===== src/rtl/fir_param.sv =====
// Parametrised, pipelined direct-form FIR filter.
// Stage 1 shifts the delay line and registers the tap products on each accepted
// sample. Stage 2 sums, rounds, scales and saturates the products into o_y.
module fir_param #(
    parameter int unsigned DATA_W = 8,
    parameter int unsigned COEF_W = 8,
    parameter int unsigned TAPS   = 5,
    parameter int unsigned OUT_W  = 8,
    parameter int unsigned SHIFT  = 0,
    localparam int unsigned ADDR_W = $clog2(TAPS),
    localparam int unsigned ACC_W  = DATA_W + COEF_W + $clog2(TAPS)
) (
    input  logic                     clk,
    input  logic                     rst,
    input  logic                     i_valid,
    input  logic signed [DATA_W-1:0] i_x,
    input  logic                     i_coef_we,
    input  logic [ADDR_W-1:0]        i_coef_addr,
    input  logic signed [COEF_W-1:0] i_coef_data,
    output logic                     o_valid,
    output logic signed [OUT_W-1:0]  o_y,
    output logic                     o_sat,
    output logic [TAPS*DATA_W-1:0]   o_delay_flat
);

    localparam int unsigned PROD_W = DATA_W + COEF_W;

    // Rounding constant 2^(SHIFT-1), or zero when no scaling is applied.
    localparam logic signed [ACC_W-1:0] RND = (ACC_W'(1) << SHIFT) >> 1;
    localparam logic signed [ACC_W-1:0] OUT_MAX =
        {{(ACC_W - OUT_W + 1){1'b0}}, {(OUT_W - 1){1'b1}}};
    localparam logic signed [ACC_W-1:0] OUT_MIN = ~OUT_MAX;

    logic signed [COEF_W-1:0] coef_q [TAPS];
    logic signed [DATA_W-1:0] dly_q  [TAPS];
    logic signed [PROD_W-1:0] prod_q [TAPS];
    logic                     v1_q;

    logic signed [ACC_W-1:0]  acc;
    logic signed [ACC_W-1:0]  scaled;
    logic signed [OUT_W-1:0]  y_d;
    logic                     sat_d;

    logic                     valid_q;
    logic signed [OUT_W-1:0]  y_q;
    logic                     sat_q;

    // Full-precision signed product; operands widened first so no bits are lost.
    function automatic logic signed [PROD_W-1:0] mul(input logic signed [COEF_W-1:0] c,
                                                     input logic signed [DATA_W-1:0] x);
        logic signed [PROD_W-1:0] ce;
        logic signed [PROD_W-1:0] xe;
        ce = PROD_W'(c);
        xe = PROD_W'(x);
        return ce * xe;
    endfunction

    // Coefficient bank: out-of-range addresses match no tap and are dropped.
    always_ff @(posedge clk) begin
        if (rst) begin
            for (int k = 0; k < int'(TAPS); k++) coef_q[k] <= '0;
        end else if (i_coef_we) begin
            for (int k = 0; k < int'(TAPS); k++) begin
                if (i_coef_addr == ADDR_W'(k)) coef_q[k] <= i_coef_data;
            end
        end
    end

    // Delay line shift and stage-1 products, both only on accepted samples.
    always_ff @(posedge clk) begin
        if (rst) begin
            for (int k = 0; k < int'(TAPS); k++) begin
                dly_q[k]  <= '0;
                prod_q[k] <= '0;
            end
            v1_q <= 1'b0;
        end else begin
            v1_q <= i_valid;
            if (i_valid) begin
                dly_q[0]  <= i_x;
                prod_q[0] <= mul(coef_q[0], i_x);
                for (int k = 1; k < int'(TAPS); k++) begin
                    dly_q[k]  <= dly_q[k-1];
                    // dly_q[k-1] is what d[k] becomes after this edge.
                    prod_q[k] <= mul(coef_q[k], dly_q[k-1]);
                end
            end
        end
    end

    // Sum the products, round-half-up scale, then clamp to the output range.
    always_comb begin
        acc = '0;
        for (int k = 0; k < int'(TAPS); k++) acc = acc + ACC_W'(prod_q[k]);
        scaled = (acc + RND) >>> SHIFT;
        sat_d  = 1'b0;
        y_d    = scaled[OUT_W-1:0];
        if (scaled > OUT_MAX) begin
            y_d   = OUT_MAX[OUT_W-1:0];
            sat_d = 1'b1;
        end else if (scaled < OUT_MIN) begin
            y_d   = OUT_MIN[OUT_W-1:0];
            sat_d = 1'b1;
        end
    end

    // Stage-2 output register; result and clamp flag hold while no new result.
    always_ff @(posedge clk) begin
        if (rst) begin
            valid_q <= 1'b0;
            y_q     <= '0;
            sat_q   <= 1'b0;
        end else begin
            valid_q <= v1_q;
            if (v1_q) begin
                y_q   <= y_d;
                sat_q <= sat_d;
            end
        end
    end

    // Flatten the delay line with d[0] in the least significant slot.
    always_comb begin
        o_delay_flat = '0;
        for (int k = 0; k < int'(TAPS); k++) o_delay_flat[DATA_W*k +: DATA_W] = dly_q[k];
    end

    assign o_valid = valid_q;
    assign o_y     = y_q;
    assign o_sat   = sat_q;

endmodule


===== config.mk =====
export PLATFORM = sky130hd
export DESIGN_NAME = fir_param
export DESIGN_NICKNAME = d
export VERILOG_FILES = /design/src/rtl/fir_param.sv
export SDC_FILE = /design/constraint.sdc
export NUM_CORES = 1
export LEC_CHECK = 0
export ABC_AREA = 1
export BUFFER_PORTS_ARGS = -buffer_cell sky130_fd_sc_hd__buf_4
export CORE_ASPECT_RATIO = 1.5
export CORE_MARGIN = 2
export CORE_UTILIZATION = 40
export CTS_BUF_LIST = sky130_fd_sc_hd__clkbuf_16
export DETAILED_ROUTE_END_ITERATION = 6
export MAX_ROUTING_LAYER = met4
export PLACE_DENSITY = 0.6
export SYNTH_ARGS = -nofsm -noshare
export SYNTH_HDL_FRONTEND = slang
export SYNTH_SLANG_ARGS = --single-unit

===== constraint.sdc =====
create_clock -name clk -period 4.5 [get_ports clk]
set_input_delay 0.45 -clock clk [delete_from_list [all_inputs] [get_ports clk]]
set_output_delay 0.45 -clock clk [all_outputs]
set_load 0.01 [all_outputs]

==> results by group, run 1 <==
Synth
  • Seq/Total Area, Yosys: 0.236
  • Synth Net Count: ~3000
  • Yosys warns: 0
  • Register bit total from synthesis: 171
  • Post-Synth Simple-Gate Area: 0.129
  • Adder-cell share of the synthesized area: 0.402
  • Post-synth EDFFs: 160
  • Mapped Cells: between 2000 and 2500
  • Mux cell area share after synthesis: 0
  • Ys async rst share: 0
  • Synth Cell Area: 21300 um^2
  • Largest family of logic cells by synthesized area: adder cells
  • XOR/XNOR Fraction of Synth Area: 0.0168
  • Top FF cell, synth: edfxtp_1
  • Library cells used by synthesis: 41
  • Syn Area/Cell: 8.56 um^2
  • Complex-gate fraction of the synthesized area: 0.0575

Critical path
  • CP arrival: approximately 4.8 ns
  • Slowest cell on the critical path: fa_1
  • Max FO, Critical Path: 5
  • Worst-path cell chain: inv_2 > buf_6 > or2_4 > fa_1 > fa_1 > fa_1 > fa_1 > inv_2 > ha_4 > nand2_2 > inv_2 > nand3_2 > nor4_2 > nand2_1 > o2111ai_2 > o21ai_1 > a21oi_1
  • Setup CP Type: reg2reg
  • Worst path bufs/invs: 4
  • CP top delay family: adder cells
  • Crit. End Element: flip-flop
  • Slowest stage delay, CP: 0.56 ns
  • Req. time, crit path: 4.80 ns
  • Most frequent CP cell: fa_1
  • CP Launch Type: flip-flop

Timing
  • Final Max Tran Viols: 0
  • Setup Viol. Count Final: 0
  • Fin crit period: 4.48 ns
  • Maximum clock rate: 223 MHz
  • RSZ-0062 raised after global routing: yes
  • Setup Skew: 0.0136 ns
  • Final worst slack: 0.0189 ns
  • Worst-Margin Slew: 1.05 ns
  • Fin crit share: 0.996
  • Final hold vios: 0
  • Relative slew slack: 0.297
  • Setup_tns: 0 ns

Pwr
  • Leakage power: ~13 nW
  • PD cells: 577 nW/um^2
  • Worst VDD drop: 0.660 mV
  • PnR Total Power: 14.3 mW

Die
  • Num rows: about 100
  • DIE HEIGHT: 287 um
  • Die extent in x: 192 um
  • Initial core utilization: 0.404
  • Die area: 55200 um^2
  • Core area: around 53000 um^2
  • I/O pin total: 73

Placement
  • Count of input and output buffers: 72
  • Gpl congestion: 0.910
  • Post-detail-place hpwl: 44600 um
  • Place WS: -0.0730 ns

Final layout
  • Most frequent cells in the layout: inv_1 (794), nand2_1 (414), fa_1 (317)
  • Fillers: 5011
  • Commonest non-fill, non-tap cell in the layout: inv_1
  • Layout cells sized above 1: 0.154
  • # nets final: 3160
  • Area growth from synthesis to layout: 16.1%

Clocking
  • Total CTS buffers: 17
  • Clock latency on the worst-skew pair: 0.45 ns
  • Clock Tree Root: clkbuf_16
  • Clock-pin transition on the worst setup and hold timing paths: 0.07 ns
  • CTS tree: done
  • Max clock buf depth: 2
  • Clock sinks: 171
  • H-tree level count: 4

Detailed routing
  • WL final: 54300 um
  • Via/cell ratio: 4.72
  • Starting DRC count in detailed routing: 841
  • Drt pass-1 iters: 5
  • Total number of vias: 15800
  • Avg WL per Cell: 16.2 um
  • Post-route antenna net violation count: 0
  • DRC: 0

Global route
  • First-pass GRT wire length: 87500 um
  • Antenna violations before repair: 0
  • Vias in the first global route: 17100
  • GRT Overall Usage: 0.214
  • Global route overflow: 0
  • Largest net degree at the start of global routing: 62

Hold path
  • Tightest Hold Check Type: in2reg

Job
  • Max-cap violations: 0

Status
  • Status: complete, no violations
-- timing repair --
action | CTS | global route
gates resized for setup | 2 | 140
hold endpoints to repair | 0 | 0
setup buffers | 4 | 36
pin swaps | 0 | 42
endpoints found under the setup margin | 4 | 35
gates cloned | 0 | 0
hold buffers | 0 | 0
-- worst register-to-register path: cells and delay by family (launching register included) --
kind / cells / cell delay, ns
fa+ha+maj: 5 / 2.40
simple gates: 5 / 0.78
flops: 1 / 0.48
buf+inv: 4 / 0.34
compound gates: 3 / 0.33
-- logic make-up (layout without fill, tap and decap cells) --
group,count (synthesis),after routing
fa+ha+maj,489,489
xor+xnor,41,41
compound gates,223,223
buf+inv,900,1068
other cells,0,2
flops,171,171
simple gates,666,666
-- cell type report --
| cell class | instances | area (um^2) | area share |
|---|---|---|---|
| diodes | 2 | 5.00 | 0.000202 |
| clock buffers | 17 | 425 | 0.0172 |
| clock inverters | 12 | 188 | 0.00759 |
| inverters | 814 | 3060 | 0.124 |
| multi-input cells | 1419 | 13500 | 0.544 |
| flip-flops and latches | 171 | 5020 | 0.203 |
| well taps | 682 | 853 | 0.0345 |
| repair buffers | 225 | 1740 | 0.0701 |
-- power by group --
group	internal [mW]	switching, mW
registers	2.06	0.163
clock network	0.932	0.690
logic	4.11	6.33
-- flip-flops by register name, indices dropped and copies added, names as in the netlist --
name,count
o_sat,1
v1_q,1
prod_q,80
coef_q,40
o_valid,1
dly_q,40
o_y,8
-- path summary, 6_finish.rpt --
kind,cells after the start,endpoint,startpoint,slack [ns]
worst max-delay path,17,prod_q[0][47]$_SDFFCE_PN0P_,dly_q[0][15]$_SDFFCE_PN0P_,0.02
worst min-delay path,2,o_y[7]$_SDFFE_PP0P_,rst,0.21
worst max register to register,17,prod_q[0][47]$_SDFFCE_PN0P_,dly_q[0][15]$_SDFFCE_PN0P_,0.02
worst min register to register,2,o_y[7]$_SDFFE_PP0P_,o_y[7]$_SDFFE_PP0P_,0.47
-- cells in the mapped netlist (6+ instances only) --
| cell type | instances | area share |
|---|---|---|
| or2_2 | 27 | 0.0079 |
| nand2_1 | 426 | 0.075 |
| fa_1 | 325 | 0.31 |
| o21a_1 | 10 | 0.0035 |
| o2111ai_1 | 6 | 0.0025 |
| nand3b_1 | 6 | 0.0021 |
| dfxtp_1 | 11 | 0.010 |
| nor2_1 | 132 | 0.023 |
| nor3_1 | 8 | 0.0019 |
| a21oi_1 | 113 | 0.027 |
| edfxtp_1 | 160 | 0.23 |
| ha_1 | 164 | 0.096 |
| clkbuf_1 | 79 | 0.014 |
| inv_1 | 811 | 0.14 |
| nand2_2 | 6 | 0.0018 |
| xnor2_1 | 32 | 0.013 |
| nand3_1 | 41 | 0.0096 |
| xor2_1 | 9 | 0.0037 |
| o21ai_0 | 75 | 0.018 |
-- metrics by stage --
stage	util	hold slack (ns)	cells	instance area (um^2)
after global routing	0.469	0.206	3340	24700
after global placement	0.441	0.463	3271	23200
final	0.469	0.212	3342	24700
after floorplan	-	0.481	2490	21300
after CTS	0.453	0.184	3304	23900
after detailed placement	0.441	0.462	3271	23200
-- routing by layer --
| layer | up-vias | global-route usage | share of wire |
|---|---|---|---|
| met2 | 345 | 0.386 | 0.54 |
| met3 | 119 | 0.0198 | 0.029 |
| met5 | - | - | 0 |
| li1 | 7593 | - | - |
| met1 | 7733 | 0.232 | 0.37 |
| met4 | 0 | 0.112 | 0.058 |
No activity file was read; power rests on OpenSTA's default activity.
==> run 2: changes to the inputs <==
Settings changed: ABC_AREA 1 to 0, CORE_UTILIZATION 40 to 59, PLACE_DENSITY 0.6 to 0.81.
==> run 2 against run 1 <==
The run now ends with DRC, setup timing left. Critical path depth fell by 2. Combinational power rose by 48%. Wire length rose by 23%. Clock skew fell by 0.0027 ns. Fmax fell by 7.9%. Flip-flop and latch count did not move. Core utilization rose by 29 points. Global-route usage rose by 12 points. Sequential share of layout area fell by 0.98 points. Non-clock buffer count rose by 169. Critical endpoint is now prod_q[0][59]$_SDFFCE_PN0P_. Largest power group unchanged.
==> results by group, run 2 <==
Status
  • Status: finished, violations left
  • Violated checks: DRC, setup timing

Timing
  • Fin crit share: 1.08 (+0.0858)
  • Setup Skew: 0.0109 ns (-0.00270 ns)
  • Relative slew slack: 0.136 (-0.161)
  • Worst-Margin Slew: 1.29 ns (+0.243 ns)
  • Setup Viol. Count Final: 29 (+29)
  • Setup_tns: -6.25 ns (-6.25 ns)
  • Final Max Tran Viols: 0 (unchanged)
  • Fin crit period: 4.87 ns (+0.386 ns)
  • RSZ-0062 raised after global routing: yes
  • Maximum clock rate: 205 MHz (-7.9%)
  • Final hold vios: 0 (unchanged)
  • Final worst slack: -0.367 ns (-0.386 ns)

Final layout
  • Area growth from synthesis to layout: 27.2%
  • Top Registers: prod_q x80, coef_q x40, dly_q x40
  • Biggest register: prod_q
  • Most frequent cells in the layout: inv_1 (448), buf_4 (337), fa_1 (305)
  • Util after Layout: 0.761 (+0.292)
  • Max FFs per register: 80 (unchanged)
  • Fillers: 1806 (-64%)
  • Commonest non-fill, non-tap cell in the layout: inv_1
  • # nets final: 2911 (-7.9%)
  • Finished Layout Cells: 2838 (-15%)
  • Layout cells sized above 1: 0.292 (+0.138)

Detailed routing
  • Starting DRC count in detailed routing: 1522 (+81%)
  • Avg WL per Cell: 23.5 um (+45%)
  • DRC: 6 (+6)
  • Post-route antenna net violation count: 0 (unchanged)
  • Drt pass-1 iters: 7 (+2)
  • WL final: 66600 um (+23%)
  • Total number of vias: 17000 (+7.5%)
  • Via/cell ratio: 5.98 (+27%)

Pwr
  • Clock power share: 0.080 (-0.034)
  • Switching Power: 9.32 mW (+30%)
  • Worst VDD drop: 0.848 mV (+28%)
  • PnR Total Power: 19.2 mW (+34%)
  • Power Internal: 9.84 mW (+39%)
  • Gate power share: 0.801 (+0.070)
  • Switching Share: 0.487 (-0.0166)
  • Leakage power: 12.2 nW (-7.0%)
  • Sequential Power Share: 0.119 (-0.036)
  • PD cells: 737 nW/um^2 (+28%)

Synth
  • Synth area leader: fa_1
  • Yosys warns: 0 (unchanged)
  • Library cells used by synthesis: 52 (+27%)
  • Ys async rst share: 0 (unchanged)
  • Syn Area/Cell: 10.1 um^2 (+18%)
  • Top cells by count, synth: inv_1 (493), fa_1 (325), and2_1 (257)
  • Register bit total from synthesis: 171 (unchanged)
  • Synth top area cells: fa_1 (32%), edfxtp_1 (24%), ha_1 (10%)
  • Mapped Cells: 2018 (-19%)
  • Synth Cell Area: 20400 um^2 (-4.1%)
  • Seq/Total Area, Yosys: 0.246 (+0.0100)
  • Post-synth EDFFs: 160 (unchanged)
  • Post-synth top area share: 0.318 (+0.0130)
  • Synth Net Count: 2530 (-16%)
  • Top FF cell, synth: edfxtp_1
  • Most common cell in the netlist: inv_1

Die
  • Num rows: 83 (-19%)
  • Initial core utilization: 0.598 (+0.194)
  • DIE HEIGHT: 232 um (-19%)
  • Die area: 36200 um^2 (-34%)
  • Die extent in x: 156 um (-19%)
  • I/O pin total: 73 (unchanged)
  • Core area: 34200 um^2 (-35%)

Global route
  • Antenna violations before repair: 1 (+1)
  • Vias in the first global route: 17800 (+4.1%)
  • Global route overflow: 0 (unchanged)
  • Largest net degree at the start of global routing: 76 (+23%)
  • GRT Overall Usage: 0.335 (+0.121)
  • First-pass GRT wire length: 88900 um (+1.6%)

Job
  • Max-cap violations: 0 (unchanged)

Critical path
  • Crit. End Element: flip-flop
  • Req. time, crit path: 4.69 ns (-0.11 ns)
  • R2R Setup Slk: -0.37 ns (-0.39 ns)
  • Max FO, Critical Path: 4 (-1)
  • CP Launch Type: flip-flop
  • Setup CP Type: reg2reg
  • CP arrival: 5.06 ns (+0.28 ns)

Clocking
  • Clock-pin transition on the worst setup and hold timing paths: 0.08 ns (about the same)
  • Clock latency on the worst-skew pair: 0.47 ns (+0.02 ns)
  • Hold buffers post-CTS: 0 (unchanged)
  • Max clock buf depth: 2 (unchanged)
  • H-tree level count: 4 (unchanged)
  • Clock sinks: 171 (unchanged)
  • CTS tree: done
  • Clock Tree Root: clkbuf_16
  • Total CTS buffers: 17 (unchanged)

Placement
  • Gpl congestion: 0.910 (about the same)
  • Post-detail-place hpwl: 40900 um (-8.4%)
  • Place WS: -0.322 ns (-0.249 ns)
  • Count of input and output buffers: 72 (unchanged)
  • Cells after DPL: 2706 (-17%)

Hold path
  • Tightest Hold Check Type: in2reg
-- run 2: power by group through the flow --
stage	combinational (mW)	clock [mW]	sequential, mW
5_1_grt	16.5	1.57	2.28
3_3_place_gp	11.3	0	2.26
6_report	15.4	1.53	2.27
2_1_floorplan	7.83	0	2.25
3_5_place_dp	11.7	0	2.28
4_1_cts	13.1	1.51	2.24
-- run 2: cell families after synthesis --
logic type	share of synthesized area
flops	0.246
simple gates	0.155
xor+xnor	0.0300
fa+ha+maj	0.419
compound gates	0.0532
mux	0.000490
buf+inv	0.0969
-- run 2: cell type report --
type	instances	area, um^2	area share
Tap cell	425	532	0.0205
Clock inverter	15	156	0.00602
Antenna cell	1	2.50	0.0000963
Multi-Input combinational cell	1322	14800	0.570
Inverter	493	1860	0.0715
Timing Repair Buffer	394	3170	0.122
Clock buffer	17	425	0.0164
Sequential cell	171	5020	0.193
-- run 2: worst paths after layout --
check	startpoint	endpoint	cells after the start
max	coef_q[0][28]$_DFFE_PP_	prod_q[0][59]$_SDFFCE_PN0P_	15
min	rst	o_y[7]$_SDFFE_PP0P_	2
max reg2reg	coef_q[0][28]$_DFFE_PP_	prod_q[0][59]$_SDFFCE_PN0P_	15
min reg2reg	o_sat$_SDFFE_PP0P_	o_sat$_SDFFE_PP0P_	2
-- run 2: metal layers --
metal | part of all wire | track usage
met1 | 0.30 | 0.326
met2 | 0.50 | 0.595
met3 | 0.075 | 0.0493
met4 | 0.12 | 0.257
met5 | 0 | -
-- run 2: repair_timing --
action / 4_1_cts / 5_1_grt
cloned: 0 / 0
pin swaps: 119 / 151
buffers inserted: 65 / 41
gates resized for setup: 195 / 205
endpoints found under the setup margin: 29 / 36
-- run 2: metrics by stage --
step	hold slack [ns]	cell area (um^2)
floorplan	0.498	20500
global placement	0.468	23100
detailed placement	0.478	23100
CTS	0.319	24900
global route	0.347	26000
finish	0.318	26000
-- run 2: critical path, stage by stage, from the launching register on --
cell      delay (ns)
edfxtp_1        0.53
buf_6           0.18
and2_4          0.15
fa_1            0.55
inv_2           0.04
fa_1            0.48
fa_1            0.57
inv_2           0.05
fa_1            0.49
ha_1            0.33
inv_2           0.12
o21bai_4        0.08
a21oi_2         0.21
o21bai_1        0.12
xnor2_1         0.57
nor2_1          0.11
